File: config.mk
export PLATFORM = sky130hd
export DESIGN_NAME = multicycle_control_fsm_flat
export DESIGN_NICKNAME = d
export VERILOG_FILES = /design/src/rtl/mips_ctrl_pkg.sv /design/src/rtl/multicycle_control_fsm_if.sv /design/src/rtl/mem_wait_timer.sv /design/src/rtl/multicycle_control_fsm.sv /design/src/flat_wrapper.sv
export SDC_FILE = /design/constraint.sdc
export NUM_CORES = 1
export LEC_CHECK = 0
export CAP_MARGIN = 20
export CORE_MARGIN = 10
export CORE_UTILIZATION = 39
export DETAILED_ROUTE_END_ITERATION = 10
export PLACE_DENSITY = 0.86
export SYNTH_ARGS = -nofsm -noshare
export SYNTH_HDL_FRONTEND = slang
export SYNTH_SLANG_ARGS = --single-unit
File: constraint.sdc
create_clock -name clk -period 1.55 [get_ports clk]
set_input_delay 0.3875 -clock clk [delete_from_list [all_inputs] [get_ports clk]]
set_output_delay 0.3875 -clock clk [all_outputs]
set_load 0.1 [all_outputs]
File: src/rtl/mips_ctrl_pkg.sv
// Shared encodings for the multi-cycle MIPS control sequencer: opcodes, state
// register values, datapath select encodings and the bundled control word.
package mips_ctrl_pkg;

   localparam logic [5:0] OP_RTYPE = 6'd0;
   localparam logic [5:0] OP_J     = 6'd2;
   localparam logic [5:0] OP_BEQ   = 6'd4;
   localparam logic [5:0] OP_ADDI  = 6'd8;
   localparam logic [5:0] OP_LW    = 6'd35;
   localparam logic [5:0] OP_SW    = 6'd43;

   typedef enum logic [3:0] {
      S_FETCH  = 4'd0,
      S_DECODE = 4'd1,
      S_MEMADR = 4'd2,
      S_MEMRD  = 4'd3,
      S_MEMWB  = 4'd4,
      S_MEMWR  = 4'd5,
      S_EXEC   = 4'd6,
      S_ALUWB  = 4'd7,
      S_BRANCH = 4'd8,
      S_ADDIEX = 4'd9,
      S_ADDIWB = 4'd10,
      S_JUMP   = 4'd11
   } state_e;

   typedef enum logic [1:0] {
      SRCB_B       = 2'b00,
      SRCB_FOUR    = 2'b01,
      SRCB_IMM     = 2'b10,
      SRCB_IMM_SH2 = 2'b11
   } alu_src_b_e;

   typedef enum logic [1:0] {
      ALU_ADD   = 2'b00,
      ALU_SUB   = 2'b01,
      ALU_FUNCT = 2'b10,
      ALU_RSVD  = 2'b11
   } alu_op_e;

   typedef enum logic [1:0] {
      PC_ALU    = 2'b00,
      PC_ALUOUT = 2'b01,
      PC_JUMP   = 2'b10,
      PC_RSVD   = 2'b11
   } pc_src_e;

   typedef struct packed {
      logic       pc_write;
      logic       pc_write_cond;
      logic       iord;
      logic       mem_read;
      logic       mem_write;
      logic       ir_write;
      logic       mem_to_reg;
      logic       reg_dst;
      logic       reg_write;
      logic       alu_src_a;
      alu_src_b_e alu_src_b;
      alu_op_e    alu_op;
      pc_src_e    pc_src;
      logic       retire;
      logic       illegal_op;
   } ctrl_t;

   function automatic logic is_supported(input logic [5:0] op);
      case (op)
         OP_RTYPE, OP_J, OP_BEQ, OP_ADDI, OP_LW, OP_SW: return 1'b1;
         default:                                       return 1'b0;
      endcase
   endfunction

endpackage

File: src/rtl/multicycle_control_fsm_if.sv
// Control bundle between the sequencer (master) and the multi-cycle datapath
// (slave): opcode and memory handshake in, mux selects and write-enables out.
interface multicycle_control_fsm_if;

   logic [5:0] op;
   logic       mem_ready;
   logic       pc_write;
   logic       pc_write_cond;
   logic       iord;
   logic       mem_read;
   logic       mem_write;
   logic       ir_write;
   logic       mem_to_reg;
   logic       reg_dst;
   logic       reg_write;
   logic       alu_src_a;
   logic [1:0] alu_src_b;
   logic [1:0] alu_op;
   logic [1:0] pc_src;
   logic       retire;
   logic       illegal_op;
   logic       mem_error;
   logic [3:0] state_dbg;

   modport master (
      input  op, mem_ready,
      output pc_write, pc_write_cond, iord, mem_read, mem_write, ir_write,
             mem_to_reg, reg_dst, reg_write, alu_src_a, alu_src_b, alu_op,
             pc_src, retire, illegal_op, mem_error, state_dbg
   );

   modport slave (
      output op, mem_ready,
      input  pc_write, pc_write_cond, iord, mem_read, mem_write, ir_write,
             mem_to_reg, reg_dst, reg_write, alu_src_a, alu_src_b, alu_op,
             pc_src, retire, illegal_op, mem_error, state_dbg
   );

endinterface

File: src/rtl/mem_wait_timer.sv
// Counts consecutive not-ready cycles of a memory access and flags a timeout
// on the MEM_TIMEOUT-th one; MEM_TIMEOUT=0 disables the timeout.
module mem_wait_timer #(
   parameter int MEM_TIMEOUT = 15,
   parameter int CNT_W       = 4
) (
   input  logic clk,
   input  logic rst,
   input  logic waiting,
   input  logic ready,
   output logic timeout
);

   localparam logic [CNT_W-1:0] CNT_MAX = '1;
   localparam logic [CNT_W-1:0] CNT_LAST =
      CNT_W'((MEM_TIMEOUT > 0) ? MEM_TIMEOUT - 1 : 0);

   logic [CNT_W-1:0] cnt;

   // cnt holds the not-ready cycles already seen, so the current cycle is the
   // MEM_TIMEOUT-th one when cnt reaches MEM_TIMEOUT-1; ready always wins.
   assign timeout = (MEM_TIMEOUT != 0) && waiting && !ready && (cnt >= CNT_LAST);

   // NOTE: sequential state uses non-blocking assignments so every register
   // samples the pre-edge values regardless of block ordering.
   always_ff @(posedge clk) begin
      if (rst) begin
         cnt <= '0;
      end else if (!waiting || ready || timeout) begin
         cnt <= '0;
      end else if (cnt != CNT_MAX) begin
         cnt <= cnt + 1'b1;
      end
   end

endmodule

File: src/rtl/multicycle_control_fsm.sv
// Moore sequencer for the multi-cycle MIPS datapath: walks fetch/decode/
// execute/memory/writeback per opcode, stalling on mem_ready with timeout.
module multicycle_control_fsm
   import mips_ctrl_pkg::*;
#(
   parameter int MEM_TIMEOUT = 15,
   parameter int CNT_W       = 4
) (
   input logic                    clk,
   input logic                    rst,
   multicycle_control_fsm_if.master bus
);

   state_e state;
   state_e state_next;
   ctrl_t  ctrl;
   ctrl_t  ctrl_out;
   logic   waiting;
   logic   timeout;
   logic   mem_error_q;

   assign waiting = (state == S_FETCH) || (state == S_MEMRD) || (state == S_MEMWR);

   mem_wait_timer #(
      .MEM_TIMEOUT (MEM_TIMEOUT),
      .CNT_W       (CNT_W)
   ) u_timer (
      .clk     (clk),
      .rst     (rst),
      .waiting (waiting),
      .ready   (bus.mem_ready),
      .timeout (timeout)
   );

   always_ff @(posedge clk) begin
      if (rst) begin
         state       <= S_FETCH;
         mem_error_q <= 1'b0;
      end else begin
         state       <= state_next;
         mem_error_q <= timeout;
      end
   end

   // NOTE: every output of this block gets a default first so no path through
   // the case statement can leave a signal unassigned and infer a latch.
   always_comb begin
      ctrl       = '0;
      state_next = state;
      case (state)
         S_FETCH: begin
            ctrl.mem_read  = 1'b1;
            ctrl.alu_src_b = SRCB_FOUR;
            ctrl.ir_write  = bus.mem_ready;
            ctrl.pc_write  = bus.mem_ready;
            if (bus.mem_ready)  state_next = S_DECODE;
            else if (timeout)   state_next = S_FETCH;
         end
         S_DECODE: begin
            ctrl.alu_src_b  = SRCB_IMM_SH2;
            ctrl.illegal_op = !is_supported(bus.op);
            case (bus.op)
               OP_LW, OP_SW: state_next = S_MEMADR;
               OP_RTYPE:     state_next = S_EXEC;
               OP_BEQ:       state_next = S_BRANCH;
               OP_ADDI:      state_next = S_ADDIEX;
               OP_J:         state_next = S_JUMP;
               default:      state_next = S_FETCH;
            endcase
         end
         S_MEMADR: begin
            ctrl.alu_src_a = 1'b1;
            ctrl.alu_src_b = SRCB_IMM;
            state_next     = (bus.op == OP_LW) ? S_MEMRD : S_MEMWR;
         end
         S_MEMRD: begin
            ctrl.mem_read = 1'b1;
            ctrl.iord     = 1'b1;
            if (bus.mem_ready)  state_next = S_MEMWB;
            else if (timeout)   state_next = S_FETCH;
         end
         S_MEMWB: begin
            ctrl.reg_write  = 1'b1;
            ctrl.mem_to_reg = 1'b1;
            ctrl.retire     = 1'b1;
            state_next      = S_FETCH;
         end
         S_MEMWR: begin
            ctrl.mem_write = 1'b1;
            ctrl.iord      = 1'b1;
            ctrl.retire    = bus.mem_ready;
            if (bus.mem_ready || timeout) state_next = S_FETCH;
         end
         S_EXEC: begin
            ctrl.alu_src_a = 1'b1;
            ctrl.alu_op    = ALU_FUNCT;
            state_next     = S_ALUWB;
         end
         S_ALUWB: begin
            ctrl.reg_write = 1'b1;
            ctrl.reg_dst   = 1'b1;
            ctrl.retire    = 1'b1;
            state_next     = S_FETCH;
         end
         S_BRANCH: begin
            ctrl.alu_src_a     = 1'b1;
            ctrl.alu_op        = ALU_SUB;
            ctrl.pc_write_cond = 1'b1;
            ctrl.pc_src        = PC_ALUOUT;
            ctrl.retire        = 1'b1;
            state_next         = S_FETCH;
         end
         S_ADDIEX: begin
            ctrl.alu_src_a = 1'b1;
            ctrl.alu_src_b = SRCB_IMM;
            state_next     = S_ADDIWB;
         end
         S_ADDIWB: begin
            ctrl.reg_write = 1'b1;
            ctrl.retire    = 1'b1;
            state_next     = S_FETCH;
         end
         S_JUMP: begin
            ctrl.pc_write = 1'b1;
            ctrl.pc_src   = PC_JUMP;
            ctrl.retire   = 1'b1;
            state_next    = S_FETCH;
         end
         default: state_next = S_FETCH;
      endcase
   end

   // Outputs are forced low while rst is high, whatever state the register holds.
   assign ctrl_out = rst ? '0 : ctrl;

   assign bus.pc_write      = ctrl_out.pc_write;
   assign bus.pc_write_cond = ctrl_out.pc_write_cond;
   assign bus.iord          = ctrl_out.iord;
   assign bus.mem_read      = ctrl_out.mem_read;
   assign bus.mem_write     = ctrl_out.mem_write;
   assign bus.ir_write      = ctrl_out.ir_write;
   assign bus.mem_to_reg    = ctrl_out.mem_to_reg;
   assign bus.reg_dst       = ctrl_out.reg_dst;
   assign bus.reg_write     = ctrl_out.reg_write;
   assign bus.alu_src_a     = ctrl_out.alu_src_a;
   assign bus.alu_src_b     = ctrl_out.alu_src_b;
   assign bus.alu_op        = ctrl_out.alu_op;
   assign bus.pc_src        = ctrl_out.pc_src;
   assign bus.retire        = ctrl_out.retire;
   assign bus.illegal_op    = ctrl_out.illegal_op;
   assign bus.mem_error     = mem_error_q && !rst;
   assign bus.state_dbg     = rst ? 4'd0 : state;

endmodule

File: src/flat_wrapper.sv
// flat-port wrapper written by rule: the top's interface ports become plain ports
module multicycle_control_fsm_flat import mips_ctrl_pkg::*;
#(
   parameter int MEM_TIMEOUT = 15,
   parameter int CNT_W       = 4
)
  (clk, rst, bus_op, bus_mem_ready, bus_pc_write, bus_pc_write_cond, bus_iord, bus_mem_read, bus_mem_write, bus_ir_write, bus_mem_to_reg, bus_reg_dst, bus_reg_write, bus_alu_src_a, bus_alu_src_b, bus_alu_op, bus_pc_src, bus_retire, bus_illegal_op, bus_mem_error, bus_state_dbg);
  multicycle_control_fsm_if bus_i ();
  input logic clk;
  input logic rst;
  input wire logic [$bits(bus_i.op)-1:0] bus_op;
  input wire logic [$bits(bus_i.mem_ready)-1:0] bus_mem_ready;
  output wire logic [$bits(bus_i.pc_write)-1:0] bus_pc_write;
  output wire logic [$bits(bus_i.pc_write_cond)-1:0] bus_pc_write_cond;
  output wire logic [$bits(bus_i.iord)-1:0] bus_iord;
  output wire logic [$bits(bus_i.mem_read)-1:0] bus_mem_read;
  output wire logic [$bits(bus_i.mem_write)-1:0] bus_mem_write;
  output wire logic [$bits(bus_i.ir_write)-1:0] bus_ir_write;
  output wire logic [$bits(bus_i.mem_to_reg)-1:0] bus_mem_to_reg;
  output wire logic [$bits(bus_i.reg_dst)-1:0] bus_reg_dst;
  output wire logic [$bits(bus_i.reg_write)-1:0] bus_reg_write;
  output wire logic [$bits(bus_i.alu_src_a)-1:0] bus_alu_src_a;
  output wire logic [$bits(bus_i.alu_src_b)-1:0] bus_alu_src_b;
  output wire logic [$bits(bus_i.alu_op)-1:0] bus_alu_op;
  output wire logic [$bits(bus_i.pc_src)-1:0] bus_pc_src;
  output wire logic [$bits(bus_i.retire)-1:0] bus_retire;
  output wire logic [$bits(bus_i.illegal_op)-1:0] bus_illegal_op;
  output wire logic [$bits(bus_i.mem_error)-1:0] bus_mem_error;
  output wire logic [$bits(bus_i.state_dbg)-1:0] bus_state_dbg;
  assign bus_i.op = bus_op;
  assign bus_i.mem_ready = bus_mem_ready;
  assign bus_pc_write = bus_i.pc_write;
  assign bus_pc_write_cond = bus_i.pc_write_cond;
  assign bus_iord = bus_i.iord;
  assign bus_mem_read = bus_i.mem_read;
  assign bus_mem_write = bus_i.mem_write;
  assign bus_ir_write = bus_i.ir_write;
  assign bus_mem_to_reg = bus_i.mem_to_reg;
  assign bus_reg_dst = bus_i.reg_dst;
  assign bus_reg_write = bus_i.reg_write;
  assign bus_alu_src_a = bus_i.alu_src_a;
  assign bus_alu_src_b = bus_i.alu_src_b;
  assign bus_alu_op = bus_i.alu_op;
  assign bus_pc_src = bus_i.pc_src;
  assign bus_retire = bus_i.retire;
  assign bus_illegal_op = bus_i.illegal_op;
  assign bus_mem_error = bus_i.mem_error;
  assign bus_state_dbg = bus_i.state_dbg;
  multicycle_control_fsm #(.MEM_TIMEOUT(MEM_TIMEOUT), .CNT_W(CNT_W)) u_core (.clk(clk), .rst(rst), .bus(bus_i));
endmodule
==> summary.txt, run 1 <==
Yosys
  • Post-synthesis async set-or-reset flop share: 0%
  • Register area share after synthesis: 21.8%
  • Yosys top cell area share: between 20% and 30%
  • Synth area leader: dfxtp_1
  • Number of enable flip-flop cells after synthesis: 0
  • Ys flop type: dfxtp_1
  • Area contributors post-synth: dfxtp_1, nor2_1, nor4_1
  • Mux contribution to synthesized area: 1.36%
  • Post-synth top cells: nor2_1, dfxtp_1, nor3_1, nor4_1
  • Syn_nets: 126
  • Avg Cell Area, Syn: between 7 and 8 um^2
  • Largest family of logic cells by synthesized area: simple AND/OR/NAND/NOR gates
  • Unique masters post-synth: 38
  • Synth Area in Compound Gates: 20.7%
  • Mapped Area: 828 um^2
  • Syn Inst Count: 115
  • Simple-gate portion of the synthesized area: 42.9%
  • Post-Synth XOR/XNOR Area: between 4 and 5%
  • Ys Warns: 0
  • Flops & latches, synth: 9
  • Adder-Cell Fraction of Synth Area: 3.02%
  • Most common cell in the netlist: nor2_1

Placed design
  • IO buf count: 31
  • GP Congestion: 0.924
  • DP Wirelength: 3790 um
  • Pre-CTS setup slack: -0.683 ns

Clock tree
  • Post-cts hold buffer count: 0
  • CTS H-tree depth: 1
  • Post-CTS setup buffer count: 13
  • Clock root buffer: clkbuf_4
  • Clock buffer count from CTS: 3
  • Max clock buf depth: 2
  • Clk sinks: 9
  • Number of gates resized after cts: 67

Outcome
  • Status: did not finish
  • Fail Step: clock tree synthesis (4_1_cts)
  • Error msg: [ERROR DPL-0038] Utilization greater than 100%, impossible to legalize

Floorplan
  • Initial core utilization: 41.8%
  • IO Count: 32
  • Die width: between 60 and 70 um
  • FP Rows: 16
  • DIE HEIGHT: roughly 66 um
-- stage by stage --
| stage | instances | hold slack, ns | instance area, um^2 | setup TNS [ns] |
|---|---|---|---|---|
| global placement | 206 | 0.516 | 1880 | -11.12 |
| detailed placement | 206 | 0.558 | 1880 | -13.00 |
| floorplan | 115 | 0.507 | 1140 | -11.14 |
-- cells by family after synthesis --
group / count (synthesis)
simple gates: 67
compound gates: 22
buf+inv: 10
flops: 9
xor+xnor: 4
fa+ha+maj: 2
mux: 1
==> inputs of run 2 (changes only) <==
--- a/config.mk
+++ b/config.mk
@@ -6,10 +6,10 @@
 export NUM_CORES = 1
 export LEC_CHECK = 0
 export CAP_MARGIN = 20
-export CORE_MARGIN = 10
-export CORE_UTILIZATION = 39
+export CORE_AREA = 10 10 71 73
 export DETAILED_ROUTE_END_ITERATION = 10
-export PLACE_DENSITY = 0.86
+export DIE_AREA = 0 0 81 83
+export PLACE_DENSITY_LB_ADDON = 0.15
 export SYNTH_ARGS = -nofsm -noshare
 export SYNTH_HDL_FRONTEND = slang
 export SYNTH_SLANG_ARGS = --single-unit
==> constraint.sdc (replaced) <==
create_clock -name clk -period 2 [get_ports clk]
set_input_delay 0.5 -clock clk [delete_from_list [all_inputs] [get_ports clk]]
set_output_delay 0.5 -clock clk [all_outputs]
set_load 0.1 [all_outputs]
==> run 2 against run 1 <==
Against the previous run: the flow now finishes, with violations (setup timing); synthesized area did not move; synthesized cell count did not move.
==> summary.txt, run 2 <==
Placed design
  • Placed cell count: 217
  • Pre-CTS setup slack: -0.344 ns
  • IO buf count: 31
  • DP Wirelength: 2620 um
  • Placed Area: 1800 um^2
  • GP Congestion: roughly 0.75

STA
  • Slew Limit Fails: 0
  • Minimum clock period after layout: 2.00 ns
  • Final setup vio count: 1
  • Final setup margin: -0.00444 ns
  • Setup_tns: -0.00444 ns
  • RSZ-0062 raised after global routing: true
  • Max-slew headroom: 72.2%
  • Period utilization: 100%
  • Max Freq: 0.499 GHz
  • Hold WS: 0.555 ns
  • Measured slew at the worst slew-check pin: a little over 0.4 ns
  • Worst Clk Skew: 0.00272 ns
  • Final hold vios: 0

Finish
  • Commonest non-fill, non-tap cells in the layout: buf_4, buf_12, nor2_1, nand2_1, buf_6
  • Layout cells sized above 1: 61.5%
  • Largest registers: u_core.state: 4 flops, u_core.u_timer.cnt: 4 flops, u_core.mem_error_q: 1 flops
  • Final Net Count: 191
  • Final cell count without fillers: around 230
  • Design Area, Final: 1990 um^2
  • Commonest non-fill, non-tap cell in the layout: buf_4
  • Antenna diode count: 0
  • Fill cell count: ~330
  • Synthesis-to-layout area growth: 140%
  • Final Util: a little over half

Floorplan
  • CORE AREA: approximately 3600 um^2
  • FP Rows: 22
  • IO Count: 32
  • Initial core utilization: between 20% and 30%
  • Die area: 6720 um^2
  • DIE HEIGHT: 83 um
  • Die width: between 80 and 90 um

Power
  • Switching part of the total: 33.7%
  • Psw: 0.215 mW
  • Maximum VDD drop: roughly 0.17 mV
  • Final Power: 0.637 mW
  • Int Power: 0.423 mW
  • Leakage: 0.760 nW
  • Fraction of power consumed by sequential logic: 29.4%
  • PwrDens: 321 nW/um^2
  • Clock power frac: 32.3%
  • Combinational power share: 38.3%

Hold path
  • Hold wc startpoint: u_core.u_timer.cnt[3]$_SDFFE_PP0P_
  • HP Class: reg2reg

Critical path
  • Crit path arrival time: 1.50 ns
  • Crit-path max cell delay: roughly 0.36 ns
  • Critical path peak fanout: 6
  • Crit path launch: u_core.state[2]$_SDFFE_PP0P_
  • Critical Path RT: approximately 1.5 ns
  • Crit-path slowest cell: dfxtp_4
  • R2R Path Start: u_core.u_timer.cnt[0]$_SDFFE_PP0P_
  • Worst Setup End Kind: output port
  • Worst path buffer plus inverter count: 2
  • CP Launch Type: flip-flop
  • Crit path kind: reg2out
  • Top Family by Delay on Critical Path: simple AND/OR/NAND/NOR gates
  • Cell Chain, Critical Path: or2_4 -> buf_6 -> nor4_4 -> buf_12

Job
  • Max Cap Viol: 0

GRT
  • GR Overflow Total: 0
  • GR Util All Layers: about a tenth
  • First-pass GRT wire length: roughly 5300 um
  • Initial antenna violation count: 0
  • Vias in the first global route: 1148
  • Largest net degree at the start of global routing: 10

Yosys
  • Register area share after synthesis: 21.8%
  • Area contributors post-synth: dfxtp_1, nor2_1, nor4_1
  • Post-synthesis async set-or-reset flop share: 0%
  • Unique masters post-synth: 38
  • Syn Inst Count: around 120
  • Number of enable flip-flop cells after synthesis: 0
  • Largest family of logic cells by synthesized area: simple AND/OR/NAND/NOR gates
  • Flops & latches, synth: 9
  • Synth area leader: dfxtp_1
  • Post-Synth XOR/XNOR Area: roughly 4.2%
  • Syn_nets: 126
  • Simple-gate portion of the synthesized area: 42.9%
  • Ys flop type: dfxtp_1
  • Avg Cell Area, Syn: 7.20 um^2
  • Synth Area in Compound Gates: approximately a fifth
  • Ys Warns: 0
  • Post-synth top cells: nor2_1, dfxtp_1, nor3_1, nor4_1
  • Mux contribution to synthesized area: 1.36%
  • Most common cell in the netlist: nor2_1
  • Yosys top cell area share: 21.8%
  • Adder-Cell Fraction of Synth Area: 3.02%
  • Mapped Area: 828 um^2

Routing
  • Iteration-0 DRC Markers: 35
  • Post-DRT Antenna Nets: 0
  • Detailed-route via count: 1098
  • Drt total wl: around 3100 um
  • Pre-Repair DR Iteration Count: 4
  • Drt drc: 0
  • DR WL/cell: 13.9 um
  • Vias/cell: 4.84

Outcome
  • Failing checks: setup timing
  • Status: finished with violations

Clock tree
  • Clock buffer count from CTS: 3
  • Max clock buf depth: 2
  • Clock root buffer: clkbuf_8
  • Reg clk slew, reported paths: 0.04 ns
  • Clk sinks: 9
  • Clk_lat worst skew: 0.23 ns
  • CTS H-tree depth: 1
  • CTS tree: built
## run 2: worst paths after layout
path | to | slack [ns] | cells after the start
worst max-delay path | bus_mem_read | -0.004 | 4
worst min-delay path | u_core.u_timer.cnt[2]$_SDFFE_PP0P_ | 0.56 | 2
worst max register to register | u_core.state[1]$_SDFFE_PP0P_ | 0.28 | 6
worst min register to register | u_core.u_timer.cnt[2]$_SDFFE_PP0P_ | 0.56 | 2
## run 2: what timing repair did
action,CTS,global route
pin swaps,9,4
gates resized for setup,38,9
setup buffers,3,3
setup endpoints to repair,23,9
endpoints found under the hold margin,0,0
hold buffers,0,0
## run 2: layout make-up
class / instances / area, um^2 / area share, %
flip-flops and latches: 9 / 195 / 9.82
repair buffers: 68 / 827 / 41.6
clock buffers: 4 / 45.0 / 2.27
well taps: 48 / 60.1 / 3.02
multi-input cells: 96 / 852 / 42.9
inverters: 2 / 7.51 / 0.378
## run 2: logic make-up (layout without fill, tap and decap cells)
family	after synthesis	count (layout)
xor+xnor	4	4
simple gates	67	67
compound gates	22	22
fa+ha+maj	2	2
buf+inv	10	74
mux	1	1
flops	9	9
## run 2: layer usage
layer / track usage, % / up-vias / part of all wire [%]
met5: 0 / - / 0
met1: 9.90 / 514 / 38
li1: - / 551 / -
met4: 2.35 / 0 / 0.67
met2: 17.4 / 29 / 55
met3: 2.80 / 4 / 6.5
## run 2: worst min-delay path, delay by kind of cell (launching register included)
| family | cells | cell delay [ns] |
|---|---|---|
| AND/OR/NAND/NOR | 2 | 0.17 |
| flip-flops | 1 | 0.33 |
## run 2: power groups by stage
| stage | combinational (mW) | clock (mW) | sequential [mW] |
|---|---|---|---|
| floorplan | 0.146 | 0 | 0.192 |
| global placement | 0.233 | 0 | 0.194 |
| CTS | 0.243 | 0.210 | 0.188 |
| detailed placement | 0.237 | 0 | 0.195 |
| global route | 0.258 | 0.223 | 0.188 |
| finish | 0.244 | 0.206 | 0.188 |
Note: power is estimated with default switching activity, not from simulation.
==> inputs of run 3 (changes only) <==
--- a/config.mk
+++ b/config.mk
@@ -6,9 +6,9 @@
 export NUM_CORES = 1
 export LEC_CHECK = 0
 export CAP_MARGIN = 20
-export CORE_AREA = 10 10 71 73
+export CORE_AREA = 2 2 63 65
 export DETAILED_ROUTE_END_ITERATION = 10
-export DIE_AREA = 0 0 81 83
+export DIE_AREA = 0 0 65 67
 export PLACE_DENSITY_LB_ADDON = 0.15
 export SYNTH_ARGS = -nofsm -noshare
 export SYNTH_HDL_FRONTEND = slang
==> run 3 against run 2 <==
Against the previous run: the run still ends with setup timing left; final cell count rose by 1.3%; critical path depth is 2 higher; die area down 35%; wire length shrank 7.0%; combinational power barely moved; total power is 0.35% higher; fmax is 1.4% lower; worst setup slack worse by 0.029 ns; worst hold slack lost 0.0052 ns; register-to-register slack about the same; sequential share of layout area about the same.
==> summary.txt, run 3 (synthesis results as in run 2) <==
Finish
  • Commonest non-fill, non-tap cells in the layout: buf_4, buf_12, nor2_1, nand2_1
  • Fill cell count: 333
  • Design Area, Final: 1990 um^2
  • Synthesis-to-layout area growth: 140%
  • Final Util: 55.1%
  • Antenna diode count: 0
  • Layout cells sized above 1: 61.5%
  • Final cell count without fillers: 230
  • Final Net Count: roughly 190
  • Reg area: 195 um^2
  • Largest registers: u_core.state: 4 flops, u_core.u_timer.cnt: 4 flops, u_core.mem_error_q: 1 flops
  • Commonest non-fill, non-tap cell in the layout: buf_4
  • Multi-input gate area: around 850 um^2

GRT
  • GR Overflow Total: 0
  • Initial antenna violation count: 0
  • Vias in the first global route: 1088
  • Largest net degree at the start of global routing: 10
  • GR Util All Layers: 14.0%
  • First-pass GRT wire length: 4940 um

Critical path
  • Worst path buffer plus inverter count: 3
  • Worst Setup End Kind: output port
  • Crit path kind: in2out
  • Crit-path max cell delay: 0.29 ns
  • CP Launch Type: input port
  • Critical path peak fanout: 3
  • Crit path launch: bus_op[1]
  • Top Family by Delay on Critical Path: buffers and inverters
  • Critical Path RT: 1.50 ns
  • Cell Chain, Critical Path: dlygate4sd2_1 -> nand3_2 -> a21oi_2 -> buf_4 -> a211oi_4 -> buf_12
  • Crit path arrival time: roughly 1.5 ns
  • R2R Path Start: u_core.u_timer.cnt[0]$_SDFFE_PP0P_
  • Crit-path slowest cell: dlygate4sd2_1

Outcome
  • Failing checks: setup timing
  • Status: finished with violations

STA
  • Period utilization: 102%
  • Max-slew headroom: between 70 and 80%
  • Final setup margin: -0.0338 ns
  • Measured slew at the worst slew-check pin: 0.419 ns
  • Final setup vio count: 3
  • Hold WS: between 0.5 and 0.6 ns
  • Worst Clk Skew: 0.00451 ns
  • Minimum clock period after layout: 2.03 ns
  • Final hold vios: 0
  • RSZ-0062 raised after global routing: true
  • Slew Limit Fails: 0
  • Max Freq: 0.492 GHz

Clock tree
  • Clock root buffer: clkbuf_8
  • CTS H-tree depth: 1
  • CTS tree: built
  • Clock buffer count from CTS: 3
  • Max clock buf depth: 2
  • Clk_lat worst skew: approximately 0.23 ns
  • Clk sinks: 9
  • Reg clk slew, reported paths: 0.05 ns

Placed design
  • IO buf count: 31
  • Placed Area: about 1800 um^2
  • GP Congestion: 0.793
  • DP Wirelength: 2270 um
  • Placed cell count: 220
  • Pre-CTS setup slack: -0.361 ns

Floorplan
  • DIE HEIGHT: about 67 um
  • CORE AREA: between 3000 and 4000 um^2
  • Die area: ~4400 um^2
  • IO Count: 32
  • Initial core utilization: 23.0%
  • Die width: about 65 um
  • FP Rows: 22

Routing
  • Drt drc: 0
  • Post-DRT Antenna Nets: 0
  • Vias/cell: 4.83
  • Iteration-0 DRC Markers: 16
  • Pre-Repair DR Iteration Count: 4
  • Drt total wl: 2930 um
  • DR WL/cell: 12.7 um
  • Detailed-route via count: ~1100

Job
  • Max Cap Viol: 0

Power
  • Maximum VDD drop: 0.251 mV
  • Leakage: 0.774 nW
  • PwrDens: 322 nW/um^2

Hold path
  • HP Class: reg2reg
  • Hold wc startpoint: u_core.u_timer.cnt[3]$_SDFFE_PP0P_
## run 3: cell count changes in the layout (fill, tap and decap cells not counted), sizes merged
cell,change
buf,+3
clkbuf,+2
clkdlybuf4s15,-2
## run 3: power by group
group	internal [mW]	switching, mW	total (mW)
combinational	0.105	0.139	0.244
sequential	0.180	0.00917	0.189
clock	0.139	0.0683	0.207
## run 3: routing by layer
layer / up-vias / routed length (um) / global-route usage [%]
met5: - / 0 / 0
met4: 0 / 0 / 1.60
met3: 0 / 125 / 1.35
met2: 30 / 1620 / 26.9
met1: 531 / 1190 / 17.3
li1: 550 / - / -
## run 3: tightest hold or removal path: stages, from the launching register on
cell	delay, ns
dfxtp_1	0.34
nor2_1	0.11
nor3_1	0.05
## run 3: through the flow
stage	total power, mW	setup TNS, ns
3_3_place_gp	0.429	-6.00
4_1_cts	0.639	-0.0950
5_1_grt	0.667	-0.267
2_1_floorplan	0.337	-7.07
6_report	0.639	-0.0597
3_5_place_dp	0.432	-5.58
## run 3: worst paths after layout
check / slack [ns] / cells after the start / end
hold / removal: 0.55 / 2 / u_core.u_timer.cnt[2]$_SDFFE_PP0P_
hold reg to reg: 0.55 / 2 / u_core.u_timer.cnt[2]$_SDFFE_PP0P_
setup / recovery: -0.03 / 6 / bus_illegal_op
setup reg to reg: 0.28 / 6 / u_core.state[1]$_SDFFE_PP0P_
## run 3: area by class of cell
type                            instances  share of cell area [%]
Clock buffer                            4                    2.27
Multi-Input combinational cell         96                    42.5
Tap cell                               48                    3.02
Timing Repair Buffer                   71                    42.0
Sequential cell                         9                    9.82
Inverter                                2                   0.378
## run 3: what timing repair did
| action | 4_1_cts | 5_1_grt |
|---|---|---|
| gates resized for setup | 33 | 11 |
| pin swaps | 11 | 8 |
| endpoints found under the setup margin | 23 | 11 |
| hold buffers | 0 | 0 |
| buffers inserted | 5 | 2 |
